[src/rtl/score_packer.sv]
// score_packer: serial-to-parallel packer feeding the argmax stage.
// Accepts N unsigned W-bit scores one per cycle (InValid/InReady), packs
// score k into Num[k*W +: W], then presents the frame with NumValid and
// holds it frozen until NumAck, after which it refills from slot 0.
// Latency: NumValid rises the cycle after the N-th accept.
// Backpressure: InReady is low while a frame is held and during reset.
// Optional feature macro: RUNNING_MAX_EN (adds MaxIndex/MaxValue, a running
// argmax over the frame; ties keep the lowest index).
// Ports:
//   clk, GlobalReset (async, active-high)
//   InValid/InData/InReady : score input handshake
//   Num/NumValid/NumAck    : packed frame output and consumer ack
//   Count                  : scores accepted in the current frame
//   MaxIndex/MaxValue      : running max (RUNNING_MAX_EN only)
module score_packer #(
  parameter int N    = 10,
  parameter int W    = 26,
  parameter int IDXW = 4
) (
  input  logic              clk,
  input  logic              GlobalReset,
  input  logic              InValid,
  input  logic [W-1:0]      InData,
  output logic              InReady,
  output logic [N*W-1:0]    Num,
  output logic              NumValid,
  input  logic              NumAck,
  output logic [IDXW-1:0]   Count
`ifdef RUNNING_MAX_EN
  ,
  output logic [IDXW-1:0]   MaxIndex,
  output logic [W-1:0]      MaxValue
`endif
);

  localparam logic [0:0] ST_FILL = 1'b0;
  localparam logic [0:0] ST_HOLD = 1'b1;
  localparam logic [IDXW-1:0] LAST_IDX = IDXW'(N - 1);

  logic [0:0]      r_state;
  logic [IDXW-1:0] r_count;
  logic [N*W-1:0]  r_num;
  logic            w_accept;
  logic            w_last;

  // Ready is state-decoded; gated by reset so nothing is offered while the
  // block is held in reset.
  assign InReady  = (r_state == ST_FILL) && !GlobalReset;
  assign NumValid = (r_state == ST_HOLD);
  assign Num      = r_num;
  assign Count    = r_count;

  assign w_accept = InValid && (r_state == ST_FILL);
  assign w_last   = (r_count == LAST_IDX);

  always_ff @(posedge clk or posedge GlobalReset) begin
    if (GlobalReset) begin
      r_state <= ST_FILL;
      r_count <= '0;
    end else begin
      case (r_state)
        ST_FILL: begin
          if (w_accept) begin
            if (w_last) begin
              r_count <= '0;
              r_state <= ST_HOLD;
            end else begin
              r_count <= r_count + 1'b1;
            end
          end
        end
        default: begin
          // Data offered while holding is dropped; only the ack matters.
          if (NumAck) r_state <= ST_FILL;
        end
      endcase
    end
  end

  // Slots are overwritten in order on refill; no clear between frames.
  always_ff @(posedge clk or posedge GlobalReset) begin
    if (GlobalReset) begin
      r_num <= '0;
    end else begin
      for (int k = 0; k < N; k++) begin
        if (w_accept && (r_count == IDXW'(k))) r_num[k*W +: W] <= InData;
      end
    end
  end

`ifdef RUNNING_MAX_EN
  logic [IDXW-1:0] r_max_idx;
  logic [W-1:0]    r_max_val;
  logic            w_gt;

  // Strictly greater: equal scores keep the earlier (lower) index.
  assign w_gt     = (InData > r_max_val);
  assign MaxIndex = r_max_idx;
  assign MaxValue = r_max_val;

  always_ff @(posedge clk or posedge GlobalReset) begin
    if (GlobalReset) begin
      r_max_idx <= '0;
      r_max_val <= '0;
    end else if (w_accept && ((r_count == '0) || w_gt)) begin
      r_max_idx <= r_count;
      r_max_val <= InData;
    end
  end
`endif

endmodule
[config.mk]
export PLATFORM = sky130hd
export DESIGN_NAME = score_packer
export DESIGN_NICKNAME = d
export VERILOG_FILES = /design/src/rtl/score_packer.sv
export SDC_FILE = /design/constraint.sdc
export NUM_CORES = 1
export LEC_CHECK = 0
export BUFFER_PORTS_ARGS = -buffer_cell sky130_fd_sc_hd__buf_2
export CORE_MARGIN = 2
export CORE_UTILIZATION = 55
export CTS_CLUSTER_SIZE = 12
export DETAILED_ROUTE_END_ITERATION = 12
export PLACE_DENSITY = 0.95
export REMOVE_ABC_BUFFERS = 1
export SLEW_MARGIN = 15
export SYNTH_ARGS = -nofsm -noshare
export SYNTH_HDL_FRONTEND = slang
export SYNTH_SLANG_ARGS = --single-unit
[constraint.sdc]
create_clock -name clk -period 14.48 [get_ports clk]
set_clock_uncertainty 0.05 [all_clocks]
set_input_delay 1.448 -clock clk [delete_from_list [all_inputs] [get_ports clk]]
set_output_delay 1.448 -clock clk [all_outputs]
set_load 0.02 [all_outputs]
==> results of run 1 <==
synthesized netlist by cell type (all sizes together), types with 2 or more instances:
cell / number
inv: 2
mux2: 260
nor2: 2
buf: 48
o21ai: 2
nand2: 9
nand3b: 2
nand3: 2
dfrtp: 265
metal layers:
metal / part of all wire, % / global-route usage, % / vias up
met1: 39 / 30.3 / 3169
met5: 0 / 0 / -
li1: - / - / 2667
met4: 3.3 / 8.93 / 0
met2: 51 / 42.6 / 226
met3: 6.4 / 5.68 / 61
kinds of logic (layout without fill, tap and decap cells):
logic type	after synthesis	in the layout	share of synthesized area [%]
muxes	260	260	29.1
DFF	265	265	65.9
xor gates and xnor gates	2	2	0.174
AOI/OAI and AO/OA	4	4	0.261
and+or+nand+nor	23	23	1.80
buffers and inverters	50	343	2.82
per-stage QoR:
step | hold WS [ns] | util [%] | instance area [sq um] | power (W)
floorplan | 0.560 | - | 9790 | 0.00214
global placement | 0.414 | 64.5 | 11600 | 0.00261
detailed placement | 0.437 | 64.5 | 11600 | 0.00268
CTS | 0.450 | 68.9 | 12400 | 0.00332
global route | 0.459 | 68.9 | 12400 | 0.00346
finish | 0.446 | 68.9 | 12400 | 0.00330
worst reg2reg max path, stage by stage, from the launching register on:
cell and delay [ns]:
dfrtp_1 0.45, nor2b_1 0.38, nand3_2 0.73, mux2_2 0.56
cell type report:
cell class	count	area, sq um	share of cell area (%)
Inverter	2	15.0	0.121
Multi-Input combinational cell	289	3150	25.5
Timing Repair Buffer	297	1490	12.1
Tap cell	229	287	2.32
Clock inverter	3	43.8	0.354
Sequential cell	265	6630	53.6
Clock buffer	41	748	6.05
sequential cells by signal, indices dropped and copies added (netlist names):
name	count
Count	4
Num	260
NumValid	1
worst min-delay path by stage:
stage	start	to	slack (ns)	depth (start not counted)
floorplan	Num[199]	Num[199]	0.56	1
global route	Num[239]	Num[239]	0.46	1
finish	Num[96]	Num[96]	0.45	1
global placement	Num[207]	Num[207]	0.41	1
CTS	Num[96]	Num[96]	0.45	1
detailed placement	Num[96]	Num[96]	0.44	1
where the power goes:
| part | leakage [nW] | internal [W] | switching, W |
|---|---|---|---|
| combinational | 2.59 | 0.000554 | 0.000816 |
| clock | 0.384 | 0.000370 | 0.000264 |
| sequential | 3.26 | 0.00110 | 0.000194 |
cell usage in the layout (no fill, tap or decap):
master	n
bufinv_16	1
nand3_2	2
clkbuf_1	12
and2b_1	1
buf_2	295
nand2_1	2
clkbuf_8	2
a211o_1	1
a21o_1	1
nor3b_2	1
and2_2	1
buf_4	2
and4bb_2	1
o21ai_0	2
nand3b_1	2
clkbuf_16	27
inv_8	1
nor2_1	2
mux2_1	2
clkinv_2	1
nand2_2	7
nor4b_4	1
mux2_2	258
xor2_1	1
inv_1	1
xnor2_1	1
and4b_4	1
inv_6	1
nor2b_1	1
nor3_1	1
dfrtp_1	265
==> flow_summary_export.csv, run 1 <==
group,metric,value,unit
run_status,status,"complete, no violations",
clock_tree,cts_resized,0,
setup_path,required,14.97,ns
clock_tree,numClockSinks,265,
layout,nFillCells,1205,
clock_tree,clk_latency,0.51,ns
clock_tree,tritoncts,"done",
floorplan,core-area,18000,sq um
logic_synthesis,syn_avg_cell_area,16.7,sq um
floorplan,start_util,56.0,%
floorplan,die_height,139,um
setup_path,path_buf_inv,4,
placement,place_ws,10.40,ns
routing,ant_nets,0,
logic_synthesis,synthArstFlopShare,100,%
timing,max_freq,296,MHz
clock_tree,cts_root_buf,"clkbuf_16",
setup_path,endpoint_kind,"asynchronous set/reset pin",
floorplan,chipWidth,139,um
routing,wl,23700,um
setup_path,r2r-start,"Count[2]",
setup_path,crit_start,"GlobalReset",
timing,fin_crit,3.38,ns
timing,worst_slew_pin_slew,0.932,ns
setup_path,r2r-end,"Num[172]",
power_and_ir_drop,leakage,6.23,nW
clock_tree,cts.clk_slew.worst_paths,0.05,ns
flow_run,max-cap-violations,0,
timing,tns,0,ns
worst_hold_path,min_path_type,"flop to flop",
timing,rsz0062_at_grt,"false",
layout,antenna_cells,0,
clock_tree,cts_setup_buffers,0,
setup_path,crit_family,"buffers and inverters",
grt,grt_pass1_vias,6654,
setup_path,max_stage_delay,0.83,ns
setup_path,crit_type,"primary input to asynchronous set/reset pin",
logic_synthesis,yosysUniqueCellTypes,26,
grt,grt.total_usage,24.6,%
timing,fin_ws,11.10,ns
logic_synthesis,synth_top_area_share,65.9,%
grt,grt_max_degree,127,
logic_synthesis,ys_ff_latch,265,
clock_tree,cts_buffers,27,
setup_path,reg2regPathDepth,3,
logic_synthesis,synthTopCellsByArea,"dfrtp_1, mux2_2, buf_6",
routing,drt-wirelength-per-cell,21.1,um
timing,report.final.slew_viol_count,0,
placement,hpwl,15200,um
logic_synthesis,synth-main-ff-cell,"dfrtp_1",
floorplan,rows,49,
placement,place_congestion,0.766,
setup_path,cp_common_cell,"buf_4",
clock_tree,cts_buffer_depth,3,
logic_synthesis,synth_top_area_cell,"dfrtp_1",
routing,vias,6123,
logic_synthesis,yosysWarnings,0,
logic_synthesis,syn_inst,604,
grt,grt_first_pass_wirelength,37700,um
floorplan,dieArea,19400,sq um
routing,vias_per_cell,5.44,
timing,finalSetupViolCount,0,
routing,drt_iter0_drc,268,
layout,fin_nets,912,
layout,layout-drive-gt1-share,67.1,%
routing,drtPass1Iterations,4,
logic_synthesis,synth-seq-area-share,65.9,%
layout,fin_cells,1126,
setup_path,cp_slowest_cell,"buf_4",
setup_path,path_depth,4,
timing,hold_violations,0,
setup_path,regToRegSetupSlack,12.21,ns
power_and_ir_drop,power.density,267,nW/um^2
grt,overflow,0,
floorplan,design.portCount,296,
setup_path,cp.arrival,3.87,ns
clock_tree,ctsHoldBuffers,0,
logic_synthesis,synth.cell_area,10100,sq um
setup_path,start_kind,"primary input",
grt,antenna_found_initial,0,
setup_path,worstPathMaxFanout,126,
logic_synthesis,synth-edff-count,0,
setup_path,crit_end,"Num[115]",
placement,io_buffers,295,
clock_tree,cts_max_level,1,
timing,fin_crit_sh,23.3,%
power_and_ir_drop,max-vdd-ir-drop,0.181,mV
routing,drc_errors,0,
layout,area_growth,22.9,%
placement,place_inst,1082,
timing,relSlewSlack,37.6,%
setup_path,cp_cell_sequence,"buf_2 -> inv_8 -> buf_4 -> buf_4",
No activity file was read; power rests on OpenSTA's default activity.
==> inputs of run 2 (changes only) <==
--- a/config.mk
+++ b/config.mk
@@ -7,10 +7,10 @@
 export LEC_CHECK = 0
 export BUFFER_PORTS_ARGS = -buffer_cell sky130_fd_sc_hd__buf_2
 export CORE_MARGIN = 2
-export CORE_UTILIZATION = 55
+export CORE_UTILIZATION = 52
 export CTS_CLUSTER_SIZE = 12
 export DETAILED_ROUTE_END_ITERATION = 12
-export PLACE_DENSITY = 0.95
+export PLACE_DENSITY = 0.92
 export REMOVE_ABC_BUFFERS = 1
 export SLEW_MARGIN = 15
 export SYNTH_ARGS = -nofsm -noshare
==> constraint.sdc (replaced) <==
create_clock -name clk -period 3.55 [get_ports clk]
set_clock_uncertainty 0.05 [all_clocks]
set_input_delay 0.355 -clock clk [delete_from_list [all_inputs] [get_ports clk]]
set_output_delay 0.355 -clock clk [all_outputs]
set_load 0.02 [all_outputs]
==> run 2 against run 1 <==
The run now ends with negative hold slack left. Setup slack worse by 9.8 ns. Core utilization down 2.8 points. Sequential power rose to 4.1 times the previous value. Register-to-register slack worse by 11 ns. Sequential share of layout area down 0.26 points. Sequential cell count unchanged. First-iteration DRC count down 44%. Critical endpoint is now Num[116]. Largest cell class unchanged.
==> flow_summary_export.csv, run 2 (synthesized netlist as in run 1, its figures left out) <==
group,metric,value,unit
routing,vias_per_cell,5.33,
flow_run,max-cap-violations,0,
placement,placedInstanceArea,11700,sq um
floorplan,dieArea,20500,sq um
setup_path,cp.arrival,2.58,ns
timing,relSlewSlack,36.8,%
routing,wl,24300,um
clock_tree,cts_buffers,27,
setup_path,crit_start,"Count[1]",
layout,fin_area,12400,sq um
layout,largest_register_ffs,260,
layout,mostFrequentLayoutCell,"buf_2",
clock_tree,cts_setup_buffers,0,
setup_path,required,3.90,ns
setup_path,regToRegSetupSlack,1.32,ns
floorplan,chipWidth,143,um
layout,fin_nets,916,
floorplan,rows,50,
layout,area_growth,23.5,%
routing,drtPass1Iterations,4,
grt,grt_pass1_vias,6442,
clock_tree,cts_root_buf,"clkbuf_16",
timing,finalSetupViolCount,0,
timing,hold_violations,47,
layout,antenna_cells,0,
run_status,violations,"negative hold slack",
clock_tree,cts_buffer_depth,3,
power_and_ir_drop,leakage,6.24,nW
placement,io_buffers,295,
run_status,status,"finished with violations",
clock_tree,clk_latency,0.51,ns
timing,fin_crit,2.23,ns
clock_tree,tritoncts,"done",
setup_path,crit_type,"flop to flop",
floorplan,core-area,18800,sq um
setup_path,start_kind,"flop",
placement,hpwl,15400,um
power_and_ir_drop,power.density,1080,nW/um^2
setup_path,worstPathMaxFanout,26,
timing,report.final.slew_viol_count,0,
timing,rsz0062_at_grt,"false",
placement,place_congestion,0.752,
routing,ant_nets,0,
timing,max_freq,448,MHz
floorplan,start_util,53.5,%
grt,grt_first_pass_wirelength,36600,um
power_and_ir_drop,max-vdd-ir-drop,0.675,mV
clock_tree,cts_max_level,1,
timing,fin_crit_sh,62.9,%
grt,overflow,0,
layout,layout-drive-gt1-share,67.5,%
timing,worst_slew_pin_slew,0.945,ns
worst_hold_path,min_path_type,"primary input to asynchronous set/reset pin",
floorplan,die_height,143,um
routing,drt-wirelength-per-cell,21.1,um
routing,drc_errors,0,
routing,drt_iter0_drc,151,
setup_path,r2r-start,"Count[1]",
layout,layout.cells.most_common_list,"buf_2, dfrtp_1, mux2_2",
clock_tree,cts.clk_slew.worst_paths,0.06,ns
power_and_ir_drop,fin_total_pwr,0.0134,W
timing,hold_slack,-0.0179,ns
setup_path,endpoint_kind,"flop",
grt,grt.total_usage,23.3,%
layout,final_util,66.0,%
layout,nFillCells,1304,
clock_tree,numClockSinks,265,
grt,grt_max_degree,122,
floorplan,design.portCount,296,
grt,antenna_found_initial,0,
routing,vias,6160,
-- run 2: cell count changes in the layout (fill, tap and decap cells not counted), sizes merged --
cell | previous run | this run
dlygate4sd3 | 0 | 1
buf | 297 | 300
bufinv | 1 | 0
clkbuf | 41 | 37
-- run 2: what timing repair did --
item,4_1_cts,5_1_grt
hold buffers,1,0
resized for setup,0,0
hold endpoints to repair,1,0
-- run 2: final timing paths --
path / to / cells past startpoint
setup / recovery: Num[116] / 3
hold / removal: NumValid / 2
setup reg to reg: Num[116] / 3
hold reg to reg: Num[199] / 1
max in group asynchronous: Num[15] / 3
min in group clk: Count[0] / 3
-- run 2: critical path: stages, from the launching register on --
cell and delay [ns]:
dfrtp_1 0.51, nor4b_4 0.42, nand2_2 0.61, mux2_2 0.51
-- run 2: layout make-up --
cell class | instances | area [sq um] | share of cell area, %
Inverter | 2 | 15.0 | 0.121
Clock buffer | 37 | 743 | 5.98
Multi-Input combinational cell | 289 | 3150 | 25.4
Clock inverter | 2 | 13.8 | 0.111
Sequential cell | 265 | 6630 | 53.3
Tap cell | 260 | 325 | 2.62
Timing Repair Buffer | 301 | 1550 | 12.5
-- run 2: power by group --
group	switching [W]	internal [W]
clock network	0.00108	0.00144
logic	0.00333	0.00227
registers	0.000793	0.00449
-- run 2: layer usage --
layer	vias up	global-route usage [%]	part of all wire (%)
met5	-	0	0
met4	0	7.03	2.6
met3	57	6.24	7.3
met2	241	39.4	49
met1	3196	29.6	41
li1	2666	-	-
-- run 2: stage by stage --
stage / std cells / hold slack [ns] / setup slack, ns / TNS [ns]
final: 1156 / -0.0179 / 1.32 / 0
after global routing: 1156 / 0.0363 / 1.23 / 0
after CTS: 1156 / 0.00649 / 1.33 / 0
after detailed placement: 1116 / 0.421 / 1.32 / 0
after global placement: 1116 / 0.413 / 1.40 / 0
after floorplan: 556 / 0.401 / -4.15 / -1100.26
==> inputs of run 3 (changes only) <==
==> constraint.sdc (replaced) <==
create_clock -name clk -period 2.3 [get_ports clk]
set_clock_uncertainty 0.05 [all_clocks]
set_input_delay 0.23 -clock clk [delete_from_list [all_inputs] [get_ports clk]]
set_output_delay 0.23 -clock clk [all_outputs]
set_load 0.02 [all_outputs]
==> run 3 against run 2 <==
The flow now finishes without violations. Combinational power grew 55%. Highest routed layer unchanged. Count of clock-buffer cells in the layout shrank 3. First-iteration DRC count grew 58%. Sequential cell count is the same. Setup slack lost 0.91 ns. Global-route usage grew 1.0 points.
==> flow_summary_export.csv, run 3 (synthesized netlist as in run 1, its figures left out) <==
group,metric,value,unit
power_and_ir_drop,p_comb_share,41.8,%
clock_tree,cts_max_level,1,
grt,antenna_found_initial,0,
placement,io_buffers,295,
setup_path,start_kind,"flop",
setup_path,cp.arrival,2.24,ns
timing,rsz0062_at_grt,"false",
clock_tree,cts_buffer_depth,3,
clock_tree,cts.clk_slew.worst_paths,0.06,ns
layout,layout.cells.most_common_list,"buf_2, dfrtp_1, mux2_2",
setup_path,required,2.65,ns
timing,fin_crit,1.90,ns
grt,grt_pass1_vias,6490,
floorplan,core-area,18800,sq um
layout,layout-drive-gt1-share,68.4,%
routing,drtPass1Iterations,4,
grt,grt.total_usage,24.3,%
layout,fin_area,12700,sq um
placement,place_congestion,0.786,
layout,largest_register_ffs,260,
routing,ant_nets,0,
floorplan,chipWidth,143,um
routing,wl,24900,um
worst_hold_path,min_path_type,"primary input to flop",
setup_path,regToRegSetupSlack,0.40,ns
power_and_ir_drop,leakage,6.36,nW
routing,vias,6192,
power_and_ir_drop,power.switching,0.00803,W
power_and_ir_drop,fin_total_pwr,0.0208,W
routing,vias_per_cell,5.28,
power_and_ir_drop,power.density,1640,nW/um^2
clock_tree,clk_latency,0.51,ns
routing,drc_errors,0,
floorplan,start_util,53.5,%
setup_path,worstPathMaxFanout,20,
timing,fin_crit_sh,82.4,%
clock_tree,cts_buffers,27,
floorplan,dieArea,20500,sq um
setup_path,reg2regPathDepth,4,
clock_tree,tritoncts,"done",
layout,antenna_cells,0,
flow_run,max-cap-violations,0,
layout,nFillCells,1307,
timing,report.final.slew_viol_count,0,
clock_tree,cts_setup_buffers,0,
layout,mostFrequentLayoutCell,"buf_2",
clock_tree,cts_root_buf,"clkbuf_16",
power_and_ir_drop,p_clk_share,18.8,%
clock_tree,numClockSinks,265,
layout,regArea,6630,sq um
clock_tree,cts_resized,0,
timing,finalSetupViolCount,0,
run_status,status,"complete, no violations",
routing,drt_iter0_drc,239,
layout,fin_nets,935,
placement,placedInstanceArea,11900,sq um
grt,overflow,0,
timing,worst_slew_pin_slew,0.543,ns
placement,hpwl,16400,um
grt,grt_max_degree,77,
timing,relSlewSlack,63.8,%
layout,final_util,67.2,%
power_and_ir_drop,seqPwrFrac,39.4,%
layout,multi_input_area,3150,sq um
grt,grt_first_pass_wirelength,37900,um
setup_path,crit_type,"flop to flop",
floorplan,die_height,143,um
worst_hold_path,min_path_cells,2,
timing,hold_slack,0.0295,ns
floorplan,rows,50,
setup_path,endpoint_kind,"flop",
power_and_ir_drop,switching_share,38.7,%
timing,max_freq,527,MHz
layout,area_growth,25.6,%
timing,hold_violations,0,
routing,drt-wirelength-per-cell,21.3,um
floorplan,design.portCount,296,
power_and_ir_drop,intPower,0.0127,W
power_and_ir_drop,max-vdd-ir-drop,0.975,mV
## run 3: path summary, 6_finish.rpt
| check | end | start |
|---|---|---|
| max in group asynchronous | Num[239] | GlobalReset |
| setup reg to reg | Num[106] | Count[1] |
| setup / recovery | Num[106] | Count[1] |
| hold / removal | Num[23] | InData[23] |
| hold reg to reg | Num[199] | Num[199] |
| min in group asynchronous | Num[1] | GlobalReset |
## run 3: final cells by class
class                   instances  share of cell area (%)
multi-input cells             289                    24.9
well taps                     260                    2.57
clock buffers                  34                    5.94
inverters                       2                   0.119
repair buffers                320                    13.9
clock inverters                 2                   0.109
flip-flops and latches        265                    52.4
## run 3: through the flow
stage	worst slack, ns	instances	TNS (ns)
2_1_floorplan	-5.28	556	-1398.38
3_3_place_gp	0.488	1133	0
3_5_place_dp	0.416	1133	0
4_1_cts	0.391	1172	0
5_1_grt	0.317	1172	0
6_report	0.404	1172	0
## run 3: power groups by stage
stage	Combinational [W]	Clock (W)	Sequential (W)
2_1_floorplan	0.00257	0	0.0109
3_3_place_gp	0.00850	0	0.00807
3_5_place_dp	0.00874	0	0.00821
4_1_cts	0.00878	0.00398	0.00817
5_1_grt	0.00919	0.00417	0.00843
6_report	0.00868	0.00391	0.00818
## run 3: repair_timing
item | CTS | global route
hold buffers | 3 | 0
endpoints found under the hold margin | 70 | 0
setup endpoints to repair | 0 | 0
## run 3: routing by layer
layer / track usage [%] / vias to the layer above / part of all wire [%] / wire length, um
met2: 41.4 / 224 / 50 / 12600
met5: 0 / - / 0 / 0
met1: 31.7 / 3229 / 41 / 10200
li1: - / 2700 / - / -
met3: 5.94 / 39 / 6.7 / 1670
met4: 5.78 / 0 / 1.9 / 476
## run 3: critical path, stage by stage, from the launching register on
cell and delay, ns:
dfrtp_1 0.51, nor4b_4 0.42, nand2_2 0.25, buf_12 0.25, mux2_2 0.29
